--- config.mk ---
export PLATFORM = sky130hd
export DESIGN_NAME = unsigned_div_16by8_seq_flat
export DESIGN_NICKNAME = d
export VERILOG_FILES = /design/src/rtl/unsigned_div_16by8_seq_pkg.sv /design/src/rtl/unsigned_div_16by8_seq_if.sv /design/src/rtl/unsigned_div_16by8_seq_step.sv /design/src/rtl/unsigned_div_16by8_seq.sv /design/src/flat_wrapper.sv
export SDC_FILE = /design/constraint.sdc
export NUM_CORES = 1
export LEC_CHECK = 0
export ABC_AREA = 0
export BUFFER_PORTS_ARGS = -buffer_cell sky130_fd_sc_hd__buf_2
export CORE_MARGIN = 2
export CORE_UTILIZATION = 55
export CTS_BUF_LIST = sky130_fd_sc_hd__clkbuf_16
export DETAILED_ROUTE_END_ITERATION = 10
export HOLD_SLACK_MARGIN = 0.08
export PLACE_DENSITY_LB_ADDON = 0.05
export SLEW_MARGIN = 20
export SYNTH_ARGS = -nofsm -noshare
export SYNTH_HDL_FRONTEND = slang
export SYNTH_SLANG_ARGS = --single-unit
--- constraint.sdc ---
create_clock -name clk -period 4.9 [get_ports clk]
set_input_delay 1.225 -clock clk [delete_from_list [all_inputs] [get_ports clk]]
set_output_delay 1.225 -clock clk [all_outputs]
set_load 0.005 [all_outputs]
--- src/rtl/unsigned_div_16by8_seq_pkg.sv ---
// Shared types and constants for the 16/8 restoring divider.
// DIV_APPROX_EN selects approximate mode (low L quotient iterations skipped).
package div_pkg;

  localparam int DIVIDEND_W = 16;
  localparam int DIVISOR_W  = 8;
  localparam int Q_W        = 8;

`ifdef DIV_APPROX_EN
  localparam bit APPROX_EN = 1'b1;
`else
  localparam bit APPROX_EN = 1'b0;
`endif

  typedef enum logic [1:0] {
    IDLE = 2'd0,
    CALC = 2'd1,
    DONE = 2'd2
  } div_state_e;

  // Number of restoring iterations actually performed.
  function automatic logic [3:0] iter_count(input int l);
    return APPROX_EN ? 4'(Q_W - l) : 4'(Q_W);
  endfunction

endpackage

--- src/rtl/unsigned_div_16by8_seq_if.sv ---
// Operand/result handshake bundle for unsigned_div_16by8_seq.
// Both sides are valid/ready: a transfer happens on a rising edge where valid && ready.
interface unsigned_div_16by8_seq_if;
  import div_pkg::*;

  logic                  in_valid;
  logic                  in_ready;
  logic [DIVIDEND_W-1:0] z;
  logic [DIVISOR_W-1:0]  y;
  logic                  out_valid;
  logic                  out_ready;
  logic [Q_W-1:0]        q;
  logic [DIVISOR_W-1:0]  r;
  logic                  div_by_zero;
  logic                  overflow;

  modport master (
    output in_valid, z, y, out_ready,
    input  in_ready, out_valid, q, r, div_by_zero, overflow
  );

  modport slave (
    input  in_valid, z, y, out_ready,
    output in_ready, out_valid, q, r, div_by_zero, overflow
  );

endinterface

--- src/rtl/unsigned_div_16by8_seq_step.sv ---
// One combinational radix-2 restoring division step.
module div_restoring_step
  import div_pkg::*;
(
  input  logic [DIVISOR_W:0]   p,
  input  logic                 din,
  input  logic [DIVISOR_W-1:0] d,
  output logic [DIVISOR_W:0]   p_next,
  output logic                 q_bit
);

  logic [DIVISOR_W+1:0] t;
  logic [DIVISOR_W:0]   diff;

  always_comb begin
    t      = {p, din};
    q_bit  = (t >= {2'b00, d});
    // When q_bit is set the true difference is below 2^9, so modulo-512 is exact.
    diff   = 9'(t[DIVISOR_W:0] - {1'b0, d});
    p_next = q_bit ? diff : t[DIVISOR_W:0];
  end

endmodule

--- src/rtl/unsigned_div_16by8_seq.sv ---
// Sequential unsigned 16/8 restoring divider, one quotient bit per cycle.
// Build with DIV_APPROX_EN to run only 8-L iterations and bias the low L quotient bits.
module unsigned_div_16by8_seq
  import div_pkg::*;
#(
  parameter int L = 6
) (
  input  logic                      clk,
  input  logic                      rst_n,
  unsigned_div_16by8_seq_if.slave   bus,
  output div_state_e                dbg_state
);

  localparam logic [3:0] N_ITER = iter_count(L);

  div_state_e           state_q, state_d;
  logic [3:0]           cnt_q;
  logic [7:0]           z_lo_q;
  logic [DIVISOR_W-1:0] y_q;
  logic [DIVISOR_W:0]   p_q;
  logic [Q_W-2:0]       q_acc_q;
  logic                 special_q, dbz_pend_q;
  logic [Q_W-1:0]       q_q;
  logic [DIVISOR_W-1:0] r_q;
  logic                 dbz_q, ovf_q;

  logic                 accept;
  logic [DIVISOR_W:0]   p_next;
  logic                 q_bit;
  logic [Q_W-1:0]       q_next, q_final;

  div_restoring_step u_step (
    .p      (p_q),
    .din    (z_lo_q[7]),
    .d      (y_q),
    .p_next (p_next),
    .q_bit  (q_bit)
  );

  assign accept = (state_q == IDLE) && bus.in_valid;
  assign q_next = {q_acc_q, q_bit};

  always_comb begin
`ifdef DIV_APPROX_EN
    q_final = (q_next << L) | (Q_W'(1) << (L - 1));
`else
    q_final = q_next;
`endif
  end

  // State register
  always_ff @(posedge clk or negedge rst_n) begin
    if (!rst_n) state_q <= IDLE;
    else        state_q <= state_d;
  end

  // Next-state logic
  always_comb begin
    state_d = state_q;
    case (state_q)
      IDLE:    if (bus.in_valid)    state_d = CALC;
      CALC:    if (cnt_q == 4'd1)   state_d = DONE;
      DONE:    if (bus.out_ready)   state_d = IDLE;
      default:                      state_d = IDLE;
    endcase
  end

  // Output logic
  always_comb begin
    bus.in_ready    = (state_q == IDLE);
    bus.out_valid   = (state_q == DONE);
    bus.q           = q_q;
    bus.r           = r_q;
    bus.div_by_zero = dbz_q;
    bus.overflow    = ovf_q;
    dbg_state       = state_q;
  end

  // Datapath: special cases spend one CALC cycle so they report after E+1.
  always_ff @(posedge clk or negedge rst_n) begin
    if (!rst_n) begin
      cnt_q      <= '0;
      z_lo_q     <= '0;
      y_q        <= '0;
      p_q        <= '0;
      q_acc_q    <= '0;
      special_q  <= 1'b0;
      dbz_pend_q <= 1'b0;
      q_q        <= '0;
      r_q        <= '0;
      dbz_q      <= 1'b0;
      ovf_q      <= 1'b0;
    end else if (accept) begin
      z_lo_q     <= bus.z[7:0];
      y_q        <= bus.y;
      p_q        <= {1'b0, bus.z[15:8]};
      q_acc_q    <= '0;
      dbz_pend_q <= (bus.y == '0);
      if ((bus.y == '0) || (bus.z[15:8] >= bus.y)) begin
        special_q <= 1'b1;
        cnt_q     <= 4'd1;
      end else begin
        special_q <= 1'b0;
        cnt_q     <= N_ITER;
      end
    end else if (state_q == CALC) begin
      cnt_q <= cnt_q - 4'd1;
      if (special_q) begin
        q_q   <= '1;
        r_q   <= z_lo_q;
        dbz_q <= dbz_pend_q;
        ovf_q <= !dbz_pend_q;
      end else begin
        p_q     <= p_next;
        q_acc_q <= q_next[Q_W-2:0];
        z_lo_q  <= {z_lo_q[6:0], 1'b0};
        if (cnt_q == 4'd1) begin
          q_q   <= q_final;
          r_q   <= p_next[DIVISOR_W-1:0];
          dbz_q <= 1'b0;
          ovf_q <= 1'b0;
        end
      end
    end
  end

endmodule

--- src/flat_wrapper.sv ---
// flat-port wrapper written by rule: the top's interface ports become plain ports
module unsigned_div_16by8_seq_flat import div_pkg::*;
#(
  parameter int L = 6
)
  (clk, rst_n, dbg_state, bus_in_valid, bus_z, bus_y, bus_out_ready, bus_in_ready, bus_out_valid, bus_q, bus_r, bus_div_by_zero, bus_overflow);
  unsigned_div_16by8_seq_if bus_i ();
  input  logic clk;
  input  logic rst_n;
  output div_state_e dbg_state;
  input wire logic [$bits(bus_i.in_valid)-1:0] bus_in_valid;
  input wire logic [$bits(bus_i.z)-1:0] bus_z;
  input wire logic [$bits(bus_i.y)-1:0] bus_y;
  input wire logic [$bits(bus_i.out_ready)-1:0] bus_out_ready;
  output wire logic [$bits(bus_i.in_ready)-1:0] bus_in_ready;
  output wire logic [$bits(bus_i.out_valid)-1:0] bus_out_valid;
  output wire logic [$bits(bus_i.q)-1:0] bus_q;
  output wire logic [$bits(bus_i.r)-1:0] bus_r;
  output wire logic [$bits(bus_i.div_by_zero)-1:0] bus_div_by_zero;
  output wire logic [$bits(bus_i.overflow)-1:0] bus_overflow;
  assign bus_i.in_valid = bus_in_valid;
  assign bus_i.z = bus_z;
  assign bus_i.y = bus_y;
  assign bus_i.out_ready = bus_out_ready;
  assign bus_in_ready = bus_i.in_ready;
  assign bus_out_valid = bus_i.out_valid;
  assign bus_q = bus_i.q;
  assign bus_r = bus_i.r;
  assign bus_div_by_zero = bus_i.div_by_zero;
  assign bus_overflow = bus_i.overflow;
  unsigned_div_16by8_seq #(.L(L)) u_core (.clk(clk), .rst_n(rst_n), .bus(bus_i), .dbg_state(dbg_state));
endmodule
==> results.py <==
metrics = {
    "clocking": {
        "clk_transition_reported_paths_ns": 0.05,
        "clkLatencyLatePin_ns": 0.32,
        "clock_tree.buffer_depth": 2,
        "post_cts_resize_count": 0,
        "clockRootBuffer": "clkbuf_16",
        "cts_max_level": 3,
        "clock_sinks": 58,
        "cts_tree": "built",
        "cts_setup_buffers": 0,
        "hold_buffers": 0,
        "numCtsBuffers": 9,
    },
    "place": {
        "dpl.hpwl_um": 5370,
        "placed_area_um2": 3420,
        "gp_congestion": 0.861,
        "io_buffer_count": 49,
    },
    "floorplanning": {
        "io_pins": 50,
        "rows": 27,
        "start_util_pct": 56.9,
        "die_w_um": 79.5,
        "dieHeight_um": 79.5,
        "dieArea_um2": 6320,
        "fp.coreArea_um2": 5510,
    },
    "global_routing": {
        "gr-usage-met1_pct": 38.2,
        "grt_max_degree": 59,
        "antenna_found_initial": 0,
        "overflow": 0,
        "grt_pass1_vias": 2548,
        "grtUsageMet3_pct": 5.32,
        "use_met2_pct": 40.4,
        "grt_pass1_wl_um": 12700,
        "busiest_layer": "met2",
        "grt_usage_pct": 26.6,
    },
    "yosys": {
        "synth.most_common_cell": "dfrtp_1",
        "synthCells": 324,
        "synth_area_leader_cell": "dfrtp_1",
        "synth_cell_type_count": 47,
        "yosys_warnings": 0,
        "ys_async_sr_fraction_pct": 100,
        "synth_top_area_share_pct": 46.3,
        "netlist_top_cells_count": "58 x dfrtp_1, 34 x nand2_1, 28 x o21ai_0",
        "ys.flop_type": "dfrtp_1",
        "synth_edf_count": 0,
        "avgSynthCellArea_um2": 9.67,
        "ys_seq_area_share_pct": 46.3,
        "syn-cell-area_um2": 3130,
        "ys_ff_latch": 58,
        "synth.top_cells.by_area": "dfrtp_1 46%, ha_1 7.2%, o21ai_0 4.5%",
        "synth_nets": 371,
    },
    "worst_hold_path": {
        "hold_end": "u_core.bus.overflow$_DFFE_PN0P_",
        "min_path_cells": 1,
        "hp-class": "flop to flop",
        "hold_start": "u_core.dbz_pend_q$_DFFE_PN0P_",
    },
    "sta": {
        "finalSetupViolCount": 0,
        "hold_viol_final": 0,
        "slew_violations": 0,
        "fin_skew_ns": 0.00578,
        "worst_pin_slew_ns": 0.805,
        "rsz0062_at_grt": "false",
        "fin_tns_setup_ns": 0,
        "period_share_pct": 56.0,
        "fmax_mhz": 365,
        "min_period_ns": 2.74,
        "relSlewSlack_pct": 46.1,
    },
    "setup_path": {
        "critPathLaunchType": "input pin",
        "r2r-end": "u_core.bus.r[3]$_DFFE_PN0P_",
        "r2r_cells": 9,
        "required_ns": 5.16,
        "critical_path_class": "input pin to flop",
        "crit_arrival_ns": 3.00,
        "r2r_start": "u_core.z_lo_q[7]$_DFFE_PN0P_",
        "rrSetupSlack_ns": 2.30,
        "critPathMaxFanout": 31,
        "cp-end-kind": "flop",
    },
    "status": {
        "status": "complete, no violations",
    },
    "layout": {
        "regArea_um2": 1450,
        "area_growth_pct": 19.0,
        "n_fill_cell": 466,
        "antenna_cells": 0,
        "fin_area_um2": 3730,
        "drive_gt1_share_pct": 19.7,
        "multi_input_area_um2": 1530,
        "nNetsFinal": 418,
    },
    "pwr": {
        "ir_worst_vdd_mv": 0.673,
        "leakage_nw": 1.75,
        "power_density_nw_per_um2": 838,
    },
    "detailed_routing": {
        "firstDrtPassIters": 4,
        "drc": 0,
        "drt_iter0_drc": 301,
        "dr_total_vias": 2663,
        "routed_wl_um": 7670,
        "wl_per_cell_um": 17.1,
        "final_antenna_net_count": 0,
        "routed_via_density": 5.94,
    },
    "run": {
        "drv_cap": 0,
    },
}
[state kept, by name, summed over array words and instances (netlist names)]
signal,flops
u_core.p_q,9
u_core.bus.q,8
u_core.bus.r,8
u_core.y_q,8
u_core.z_lo_q,8
u_core.q_acc_q,7
u_core.cnt_q,4
u_core.dbg_state,2
u_core.bus.div_by_zero,1
u_core.bus.overflow,1
u_core.dbz_pend_q,1
u_core.special_q,1
[worst max-delay path by stage]
| stage | from | to | slack, ns | depth (start not counted) |
|---|---|---|---|---|
| 2_1_floorplan | bus_z[8] | u_core.cnt_q[0]$_DFFE_PN0P_ | 2.54 | 7 |
| 3_3_place_gp | bus_in_valid | u_core.p_q[7]$_DFFE_PN0P_ | 2.01 | 8 |
| 3_5_place_dp | bus_in_valid | u_core.p_q[7]$_DFFE_PN0P_ | 1.93 | 8 |
| 4_1_cts | bus_in_valid | u_core.p_q[7]$_DFFE_PN0P_ | 2.21 | 8 |
| 5_1_grt | bus_in_valid | u_core.p_q[5]$_DFFE_PN0P_ | 2.02 | 8 |
| 6_report | bus_in_valid | u_core.p_q[7]$_DFFE_PN0P_ | 2.16 | 8 |
[metrics by stage]
| stage | utilization [%] | hold WS, ns | total power, mW | worst slack [ns] | std cells |
|---|---|---|---|---|---|
| detailed placement | 62.1 | 0.463 | 2.45 | 1.93 | 432 |
| global placement | 62.1 | 0.453 | 2.41 | 2.01 | 432 |
| floorplan | - | 0.440 | 2.04 | 2.54 | 324 |
| global route | 67.8 | 0.505 | 3.38 | 2.02 | 448 |
| finish | 67.8 | 0.470 | 3.13 | 2.16 | 448 |
| CTS | 67.8 | 0.471 | 3.12 | 2.21 | 448 |
[cells in the final DEF, fill, tap and decap left out, types with 3 or more instances in the layout]
cell       count
dfrtp_1       58
buf_2         49
nand2_1       34
o21ai_0       28
a21oi_1       24
inv_1         22
ha_1          18
nor2_1        13
a22o_1        10
a31oi_1        9
a22oi_1        9
clkbuf_16      9
o22a_1         8
o22ai_1        8
mux2i_1        7
nand2b_1       6
nand3_1        5
nor2b_1        4
a21o_1         4
nor4_1         4
o21ai_1        4
buf_4          4
nand4_1        3
xor2_1         3
xnor2_1        3
[power by group]
group / internal [mW] / total, mW / switching (mW)
Sequential: 0.705 / 0.905 / 0.200
Clock: 0.438 / 0.647 / 0.208
Combinational: 0.643 / 1.58 / 0.933
[critical path: stages]
cell	delay (ns)
buf_2	0.11
nor3b_2	0.14
buf_4	0.24
nor2_1	0.65
buf_4	0.30
a22oi_1	0.09
o21ai_0	0.11
a31o_2	0.13
[final cells by class]
| class | instances | area share, % |
|---|---|---|
| inverters | 21 | 2.11 |
| well taps | 72 | 2.41 |
| clock buffers | 9 | 6.04 |
| clock inverters | 7 | 2.28 |
| flip-flops and latches | 58 | 38.9 |
| multi-input cells | 228 | 40.9 |
| repair buffers | 53 | 7.38 |
[metal layers]
| layer | vias up | share of wire, % | wire length (µm) |
|---|---|---|---|
| li1 | 1275 | - | - |
| met1 | 1300 | 46 | 3500 |
| met2 | 76 | 47 | 3600 |
| met3 | 12 | 5.8 | 445 |
| met4 | 0 | 1.6 | 119 |
| met5 | - | 0 | 0 |
[cells by family (layout without fill, tap and decap cells)]
| group | after synthesis | in the layout | synth area share, % |
|---|---|---|---|
| AO/OA/AOI/OAI | 117 | 117 | 24.6 |
| AND/OR/NAND/NOR | 79 | 79 | 12.2 |
| flip-flops | 58 | 58 | 46.3 |
| buffers and inverters | 38 | 90 | 5.19 |
| adder cells (fa/ha/maj) | 19 | 19 | 7.82 |
| multiplexers | 7 | 7 | 2.24 |
| XOR/XNOR | 6 | 6 | 1.68 |
No activity file was read; power rests on OpenSTA's default activity.
